===== src/rtl/soc_defs_pkg.sv =====
// soc_defs: definitions shared by the boot loader, the instruction ROM and
// the SoC top level.
//   ROM_ADDR_W     - ROM word-address width (capacity 2**ROM_ADDR_W words)
//   SYNC_BYTE      - frame start marker for the boot loader
//   loader_state_t - rom_loader FSM state encoding
package soc_defs;

    localparam int         ROM_ADDR_W = 12;
    localparam logic [7:0] SYNC_BYTE  = 8'hA5;

    typedef enum logic [2:0] {
        IDLE,
        CNT_LO,
        CNT_HI,
        DATA,
        CSUM,
        DONE_WAIT,
        ERR
    } loader_state_t;

endpackage


===== src/rtl/rom_loader_asm.sv =====
// rom_loader_asm: byte-to-word assembler for the boot loader.
// Packs four consecutive bytes into one little-endian 32-bit word and keeps a
// running XOR of every byte fed in.
//   clk, rst    - clock, asynchronous active-high reset
//   clear       - restart at byte 0 and zero the running XOR (frame start)
//   byte_valid  - byte_data is consumed this cycle
//   byte_data   - payload byte
//   word_ready  - combinational pulse: this byte completes a word
//   word_data   - completed word, valid while word_ready is high
//   csum        - XOR of all bytes consumed since the last clear
module rom_loader_asm (
    input  logic        clk,
    input  logic        rst,
    input  logic        clear,
    input  logic        byte_valid,
    input  logic [7:0]  byte_data,
    output logic        word_ready,
    output logic [31:0] word_data,
    output logic [7:0]  csum
);

    logic [1:0]  byte_idx_reg;
    logic [7:0]  csum_reg;
    logic [23:0] lanes;

    // The fourth byte is never stored: it goes straight into the top lane
    // so the word is available in the same cycle it is accepted.
    assign word_ready = byte_valid && (byte_idx_reg == 2'd3);
    assign word_data  = {byte_data, lanes};
    assign csum       = csum_reg;

    always_ff @(posedge clk or posedge rst) begin
        if (rst) begin
            byte_idx_reg <= '0;
            csum_reg     <= '0;
        end else if (clear) begin
            byte_idx_reg <= '0;
            csum_reg     <= '0;
        end else if (byte_valid) begin
            byte_idx_reg <= byte_idx_reg + 2'd1;
            csum_reg     <= csum_reg ^ byte_data;
        end
    end

    // Lower three byte lanes; lane gi holds byte gi of the current word.
    generate
        for (genvar gi = 0; gi < 3; gi++) begin : g_lane
            logic [7:0] lane_reg;

            always_ff @(posedge clk or posedge rst) begin
                if (rst) begin
                    lane_reg <= '0;
                end else if (byte_valid && (byte_idx_reg == 2'(gi))) begin
                    lane_reg <= byte_data;
                end
            end

            assign lanes[8*gi +: 8] = lane_reg;
        end
    endgenerate

endmodule


===== src/rtl/rom_loader.sv =====
// rom_loader: boot-time program loader for the instruction ROM.
// Frame format: SYNC_BYTE, count[7:0], count[15:8], count little-endian
// 32-bit words, then one checksum byte equal to the XOR of all payload bytes.
// Each word is written to the ROM at consecutive addresses from 0; the core
// is held in reset until a frame loads with a matching checksum.
//   clk, rst          - clock, asynchronous active-high reset
//   in_valid/in_data  - byte source; transfer when in_valid && in_ready
//   in_ready          - loader can take a byte
//   rom_we/rom_waddr/rom_wdata - ROM write port, one strobe per word
//   core_hold         - keeps the core in reset
//   load_done         - sticky: last frame loaded, checksum matched
//   load_err          - sticky: last frame aborted (size, checksum, timeout)
module rom_loader #(
    parameter int         ADDR_W    = soc_defs::ROM_ADDR_W,
    parameter int         TIMEOUT   = 1000000,
    parameter logic [7:0] SYNC_BYTE = soc_defs::SYNC_BYTE
) (
    input  logic              clk,
    input  logic              rst,
    input  logic              in_valid,
    input  logic [7:0]        in_data,
    output logic              in_ready,
    output logic              rom_we,
    output logic [ADDR_W-1:0] rom_waddr,
    output logic [31:0]       rom_wdata,
    output logic              core_hold,
    output logic              load_done,
    output logic              load_err
);

    import soc_defs::*;

    localparam int          IW        = ADDR_W + 1;
    localparam int          IDLE_W    = $clog2(TIMEOUT + 1);
    localparam logic [16:0] MAX_COUNT = 17'(1) << ADDR_W;

    loader_state_t     state_reg;
    logic [7:0]        cnt_lo_reg;
    // One bit wider than the address so a full-ROM count terminates cleanly.
    logic [IW-1:0]     count_reg;
    logic [IW-1:0]     word_idx_reg;
    logic [IW-1:0]     word_idx_next;
    logic [IDLE_W-1:0] idle_cnt_reg;

    logic        accept;
    logic        in_frame;
    logic        timeout_hit;
    logic        asm_clear;
    logic        asm_valid;
    logic        word_ready;
    logic [31:0] word_data;
    logic [7:0]  csum;
    logic [16:0] count_full;

    assign accept        = in_valid && in_ready;
    assign in_frame      = state_reg inside {CNT_LO, CNT_HI, DATA, CSUM};
    assign timeout_hit   = (idle_cnt_reg == IDLE_W'(TIMEOUT - 1));
    assign asm_clear     = accept && (state_reg == IDLE) && (in_data == SYNC_BYTE);
    assign asm_valid     = accept && (state_reg == DATA);
    assign word_idx_next = word_idx_reg + IW'(1);
    assign count_full    = {1'b0, in_data, cnt_lo_reg};

    rom_loader_asm u_asm (
        .clk        (clk),
        .rst        (rst),
        .clear      (asm_clear),
        .byte_valid (asm_valid),
        .byte_data  (in_data),
        .word_ready (word_ready),
        .word_data  (word_data),
        .csum       (csum)
    );

    always_ff @(posedge clk or posedge rst) begin
        if (rst) begin
            state_reg    <= IDLE;
            cnt_lo_reg   <= '0;
            count_reg    <= '0;
            word_idx_reg <= '0;
            idle_cnt_reg <= '0;
            in_ready     <= 1'b0;
            rom_we       <= 1'b0;
            rom_waddr    <= '0;
            rom_wdata    <= '0;
            core_hold    <= 1'b1;
            load_done    <= 1'b0;
            load_err     <= 1'b0;
        end else begin
            rom_we   <= 1'b0;
            in_ready <= 1'b1;

            if (in_frame && !accept) begin
                // Stalled inside a frame: abort once the source has been
                // silent for TIMEOUT clocks. A partial word is dropped.
                if (timeout_hit) begin
                    idle_cnt_reg <= '0;
                    state_reg    <= ERR;
                end else begin
                    idle_cnt_reg <= idle_cnt_reg + IDLE_W'(1);
                end
            end else begin
                if (accept) begin
                    idle_cnt_reg <= '0;
                end

                case (state_reg)
                    IDLE: begin
                        if (asm_clear) begin
                            load_done <= 1'b0;
                            load_err  <= 1'b0;
                            core_hold <= 1'b1;
                            state_reg <= CNT_LO;
                        end
                    end
                    CNT_LO: begin
                        if (accept) begin
                            cnt_lo_reg <= in_data;
                            state_reg  <= CNT_HI;
                        end
                    end
                    CNT_HI: begin
                        if (accept) begin
                            word_idx_reg <= '0;
                            if (count_full > MAX_COUNT) begin
                                state_reg <= ERR;
                            end else begin
                                count_reg <= count_full[IW-1:0];
                                state_reg <= (count_full == '0) ? CSUM : DATA;
                            end
                        end
                    end
                    DATA: begin
                        if (word_ready) begin
                            rom_we       <= 1'b1;
                            rom_waddr    <= word_idx_reg[ADDR_W-1:0];
                            rom_wdata    <= word_data;
                            word_idx_reg <= word_idx_next;
                            if (word_idx_next == count_reg) begin
                                state_reg <= CSUM;
                            end
                        end
                    end
                    CSUM: begin
                        if (accept) begin
                            if (in_data == csum) begin
                                // Stall the source for one cycle so the last
                                // write lands before the core is released.
                                in_ready  <= 1'b0;
                                state_reg <= DONE_WAIT;
                            end else begin
                                state_reg <= ERR;
                            end
                        end
                    end
                    DONE_WAIT: begin
                        load_done <= 1'b1;
                        core_hold <= 1'b0;
                        state_reg <= IDLE;
                    end
                    ERR: begin
                        load_err  <= 1'b1;
                        core_hold <= 1'b1;
                        state_reg <= IDLE;
                    end
                    default: begin
                        state_reg <= IDLE;
                    end
                endcase
            end
        end
    end

endmodule


===== config.mk =====
export PLATFORM = sky130hd
export DESIGN_NAME = rom_loader
export DESIGN_NICKNAME = d
export VERILOG_FILES = /design/src/rtl/soc_defs_pkg.sv /design/src/rtl/rom_loader_asm.sv /design/src/rtl/rom_loader.sv
export SDC_FILE = /design/constraint.sdc
export NUM_CORES = 1
export LEC_CHECK = 0
export ABC_AREA = 1
export CORE_MARGIN = 5
export CORE_UTILIZATION = 45
export DETAILED_ROUTE_END_ITERATION = 10
export DONT_BUFFER_PORTS = 1
export PLACE_DENSITY = 0.58
export SYNTH_ARGS = -nofsm -noshare
export SYNTH_HDL_FRONTEND = slang
export SYNTH_SLANG_ARGS = --single-unit

===== constraint.sdc =====
create_clock -name clk -period 12.6 [get_ports clk]
set_input_delay 0.63 -clock clk [delete_from_list [all_inputs] [get_ports clk]]
set_output_delay 0.63 -clock clk [all_outputs]
set_load 0.03 [all_outputs]

==> results.md <==
* Outcome: complete, no violations
* Clock network latency to the later pin of the worst-skew pair at 0.41 ns
* Setup crit end kind: register
* Remaining DRCs at 0
* Routed vias at 5067
* Worst Hold Class: input port to async pin
* Area after DPL at 6720 µm²
* Horizontal die dimension at 131 µm
* Dominant synthesized flop cell: sky130_fd_sc_hd__dfrtp_1
* DRT Pass-1 Iters at 5
* Number of antenna violations at the first check in global routing at 0
* Number of endpoints with negative hold slack in the final report at 0
* RSZ-0062 raised after global routing: false
* Worst slack on hold paths at 0.196 ns
* Final design area excluding fillers at 7310 µm²
* DIE AREA at 17100 µm²
* #FFs+latches synth at 140
* Routed wire length at 15000 µm
* Count of max-cap constraint violations at 0
* Worst setup path endpoint: word_idx_reg[5]$_DFFE_PP0P_
* Ratio of final minimum period to clock period at 21.3%
* Synthesized area divided by synthesized cell count at 8.46 µm²
* Fraction of registers with async set/reset at 100%
* Number of flip-flops in the largest register at 32
* Post_cts resized at 0
* Wire per inst at 15.5 µm
* Number of enable-type register cells in the synthesized netlist at 0
* Inserted Clock Buffers at 17
* Area inside the core boundary at 14400 µm²
* Global route total overflow at 0
* Minimum setup slack among reg-to-reg paths at 9.92 ns
* Portion of the post-synthesis area used by sequential elements at 53.4%
* Critical path start-end classification: register to register
* Final layout net count at 793
* Setup total negative slack at 0 ns
* Maximum fanout along the worst path at 72
* Critical Path, Cell by Cell: nand2_1 > inv_2 > nand3_2 > buf_4 > inv_2 > o21ai_1 > inv_1 > o21ai_0
* Final antenna-violating net count at 0
* Number of hold buffers added after cts at 0
* Final number of max-transition violations at 0
* Largest net degree at the start of global routing at 78
* Type of origin of the critical path: register
* Die Span Y at 131 µm
* Fill cell total of the finished layout at 1340
* Syn nets at 793
* Capture point of the worst reg-to-reg path: word_idx_reg[5]$_DFFE_PP0P_
* Crit path arrival time at 3.01 ns
* Gp weighted congestion at 0.882
* Count of pins on the block boundary at 60
* Worst IR Drop VDD at 0.0926 mV
* Setup Buffers After CTS at 0
* Number of cells on the worst reg-to-reg path at 8
* Transition at the pin with the smallest max-transition slack at 0.790 ns
* Drt first-iter violations at 326
* Library cell used as clock root buffer: sky130_fd_sc_hd__clkbuf_16
* Post-Syn Area at 6570 µm²
* Stage delay of the slowest cell on the critical path at 0.52 ns
* Overall Power at 1.40 mW
* Initial cell density of the core at 45.5%
* Cell count after placement at 941
* Clock period minus final worst setup slack at 2.68 ns
* First-pass GRT wire length at 25300 µm
* Cell variety after synth at 40
* Critical Path Source: in_ready$_DFF_PP0_
* Vias per std cell at 5.23
* TritonCTS clock tree: done
* F_max at 0.373 GHz
* Share of cells above drive strength 1 at 8.54%
* DPL Wire Length at 10400 µm
* Diodes inserted at 0
* Floorplan row count at 44
* Crit-path most repeated cell: sky130_fd_sc_hd__inv_2
* Startpoint of the lowest-slack register-to-register path: in_ready$_DFF_PP0_
* Count of input and output buffers at 0
* Clock transition at path regs at 0.06 ns
* Setup-failing EPs final at 0
* Total track usage at 18.8%
* Slowest cell on the critical path: sky130_fd_sc_hd__buf_4
* Required time of the worst setup path at 12.93 ns
* Number of standard cells in the layout, taps in and fillers out at 969
* Power per standard cell area at 191 nW/µm²
* Warnings from Yosys at 0
* H-tree levels at 4
* Number of buffers between clock root and the deepest sink at 2
* Vias in the first global route at 5107
* Area added between synthesis and finish at 11.3%
* Relative slew slack at 47.4%
* Static Leakage at 3.53 nW
* Mapped Cells at 776
* Clock skew at 0.00490 ns
* Total clock sinks at 140
## worst min path at each step
| stage | cells after the start | slack (ns) | endpoint | startpoint |
|---|---|---|---|---|
| floorplan | 2 | 0.44 | rom_wdata[0]$_DFFE_PP0P_ | u_asm.g_lane[0].lane_reg[0]$_DFFE_PP0P_ |
| global placement | 2 | 0.46 | rom_wdata[20]$_DFFE_PP0P_ | u_asm.g_lane[2].lane_reg[4]$_DFFE_PP0P_ |
| detailed placement | 2 | 0.46 | rom_wdata[14]$_DFFE_PP0P_ | u_asm.g_lane[1].lane_reg[6]$_DFFE_PP0P_ |
| CTS | 1 | 0.23 | rom_waddr[6]$_DFFE_PP0P_ | rst |
| global route | 1 | 0.25 | rom_waddr[6]$_DFFE_PP0P_ | rst |
| finish | 1 | 0.20 | rom_waddr[6]$_DFFE_PP0P_ | rst |
## cells in the mapped netlist (3+ instances only)
library cell               number  area [µm²]
sky130_fd_sc_hd__a21oi_1       15        75.1
sky130_fd_sc_hd__a22oi_1        5        37.5
sky130_fd_sc_hd__buf_2          3        15.0
sky130_fd_sc_hd__clkbuf_1      15        56.3
sky130_fd_sc_hd__dfrtp_1      139        3480
sky130_fd_sc_hd__ha_1           6        75.1
sky130_fd_sc_hd__inv_1         84         315
sky130_fd_sc_hd__inv_2          9        33.8
sky130_fd_sc_hd__nand2_1      238         893
sky130_fd_sc_hd__nand2_2        6        37.5
sky130_fd_sc_hd__nand3_1       43         215
sky130_fd_sc_hd__nand3_2        4        40.0
sky130_fd_sc_hd__nand4_1       12        75.1
sky130_fd_sc_hd__nor2_1        32         120
sky130_fd_sc_hd__nor2_2         5        31.3
sky130_fd_sc_hd__nor2_4         4        45.0
sky130_fd_sc_hd__nor3_1        12        60.1
sky130_fd_sc_hd__nor4_1         5        31.3
sky130_fd_sc_hd__o21ai_0       66         330
sky130_fd_sc_hd__o21ai_1       17        85.1
sky130_fd_sc_hd__o22ai_1       14        87.6
sky130_fd_sc_hd__xnor2_1        7        61.3
sky130_fd_sc_hd__xor2_1        12         105
## routing by layer
layer	global-route usage [%]	vias up	part of all wire (%)
li1	-	2496	-
met1	25.2	2456	46
met2	30.0	102	47
met3	4.84	13	5.0
met4	6.29	0	1.2
met5	0	-	0
## area by class of cell
class / count / area, µm² / area share (%)
Sequential cell: 140 / 3500 / 48.0
Inverter: 93 / 354 / 4.85
Clock inverter: 7 / 116 / 1.59
Clock buffer: 21 / 470 / 6.44
Tap cell: 184 / 230 / 3.15
Multi-Input combinational cell: 522 / 2620 / 35.8
Timing Repair Buffer: 2 / 15.0 / 0.205
## report_power, final
group / internal [mW] / switching [mW]
clock network: 0.322 / 0.180
registers: 0.539 / 0.0877
logic: 0.0978 / 0.170
## cell families (layout without fill, tap and decap cells)
family / count (synthesis) / after routing / synth area share, %
and+or+nand+nor: 372 / 372 / 25.7
DFF: 140 / 140 / 53.4
AOI/OAI and AO/OA: 124 / 124 / 10.3
buffers and inverters: 114 / 123 / 6.80
xor gates and xnor gates: 19 / 19 / 2.53
adders and majority gates: 6 / 6 / 1.14
muxes: 1 / 1 / 0.171
## worst max-delay path, delay by kind of cell (launching register included)
kind	cells	cell delay, ns
compound gates	2	0.49
buf+inv	4	1.31
flops	1	0.49
simple gates	2	0.24
## placed cells by master (no fill, tap or decap), types with 4 or more instances in the layout
cell type / n
sky130_fd_sc_hd__a21oi_1: 15
sky130_fd_sc_hd__nand4_1: 12
sky130_fd_sc_hd__xnor2_1: 7
sky130_fd_sc_hd__o21ai_0: 66
sky130_fd_sc_hd__inv_2: 9
sky130_fd_sc_hd__nor2_1: 32
sky130_fd_sc_hd__dfrtp_1: 139
sky130_fd_sc_hd__xor2_1: 12
sky130_fd_sc_hd__o22ai_1: 14
sky130_fd_sc_hd__o21ai_1: 17
sky130_fd_sc_hd__a22oi_1: 5
sky130_fd_sc_hd__nor4_1: 5
sky130_fd_sc_hd__nand2_1: 238
sky130_fd_sc_hd__ha_1: 6
sky130_fd_sc_hd__inv_1: 83
sky130_fd_sc_hd__nand3_2: 4
sky130_fd_sc_hd__nor3_1: 12
sky130_fd_sc_hd__clkbuf_16: 17
sky130_fd_sc_hd__nor2_4: 4
sky130_fd_sc_hd__nand2_2: 6
sky130_fd_sc_hd__nand3_1: 43
sky130_fd_sc_hd__nor2_2: 5
## per-stage QoR
stage | setup slack (ns) | utilization [%]
2_1_floorplan | 8.22 | -
3_3_place_gp | 9.90 | 46.6
3_5_place_dp | 9.82 | 46.6
4_1_cts | 9.89 | 50.7
5_1_grt | 9.65 | 50.7
6_report | 9.92 | 50.7
Note: power is estimated with default switching activity, not from simulation.
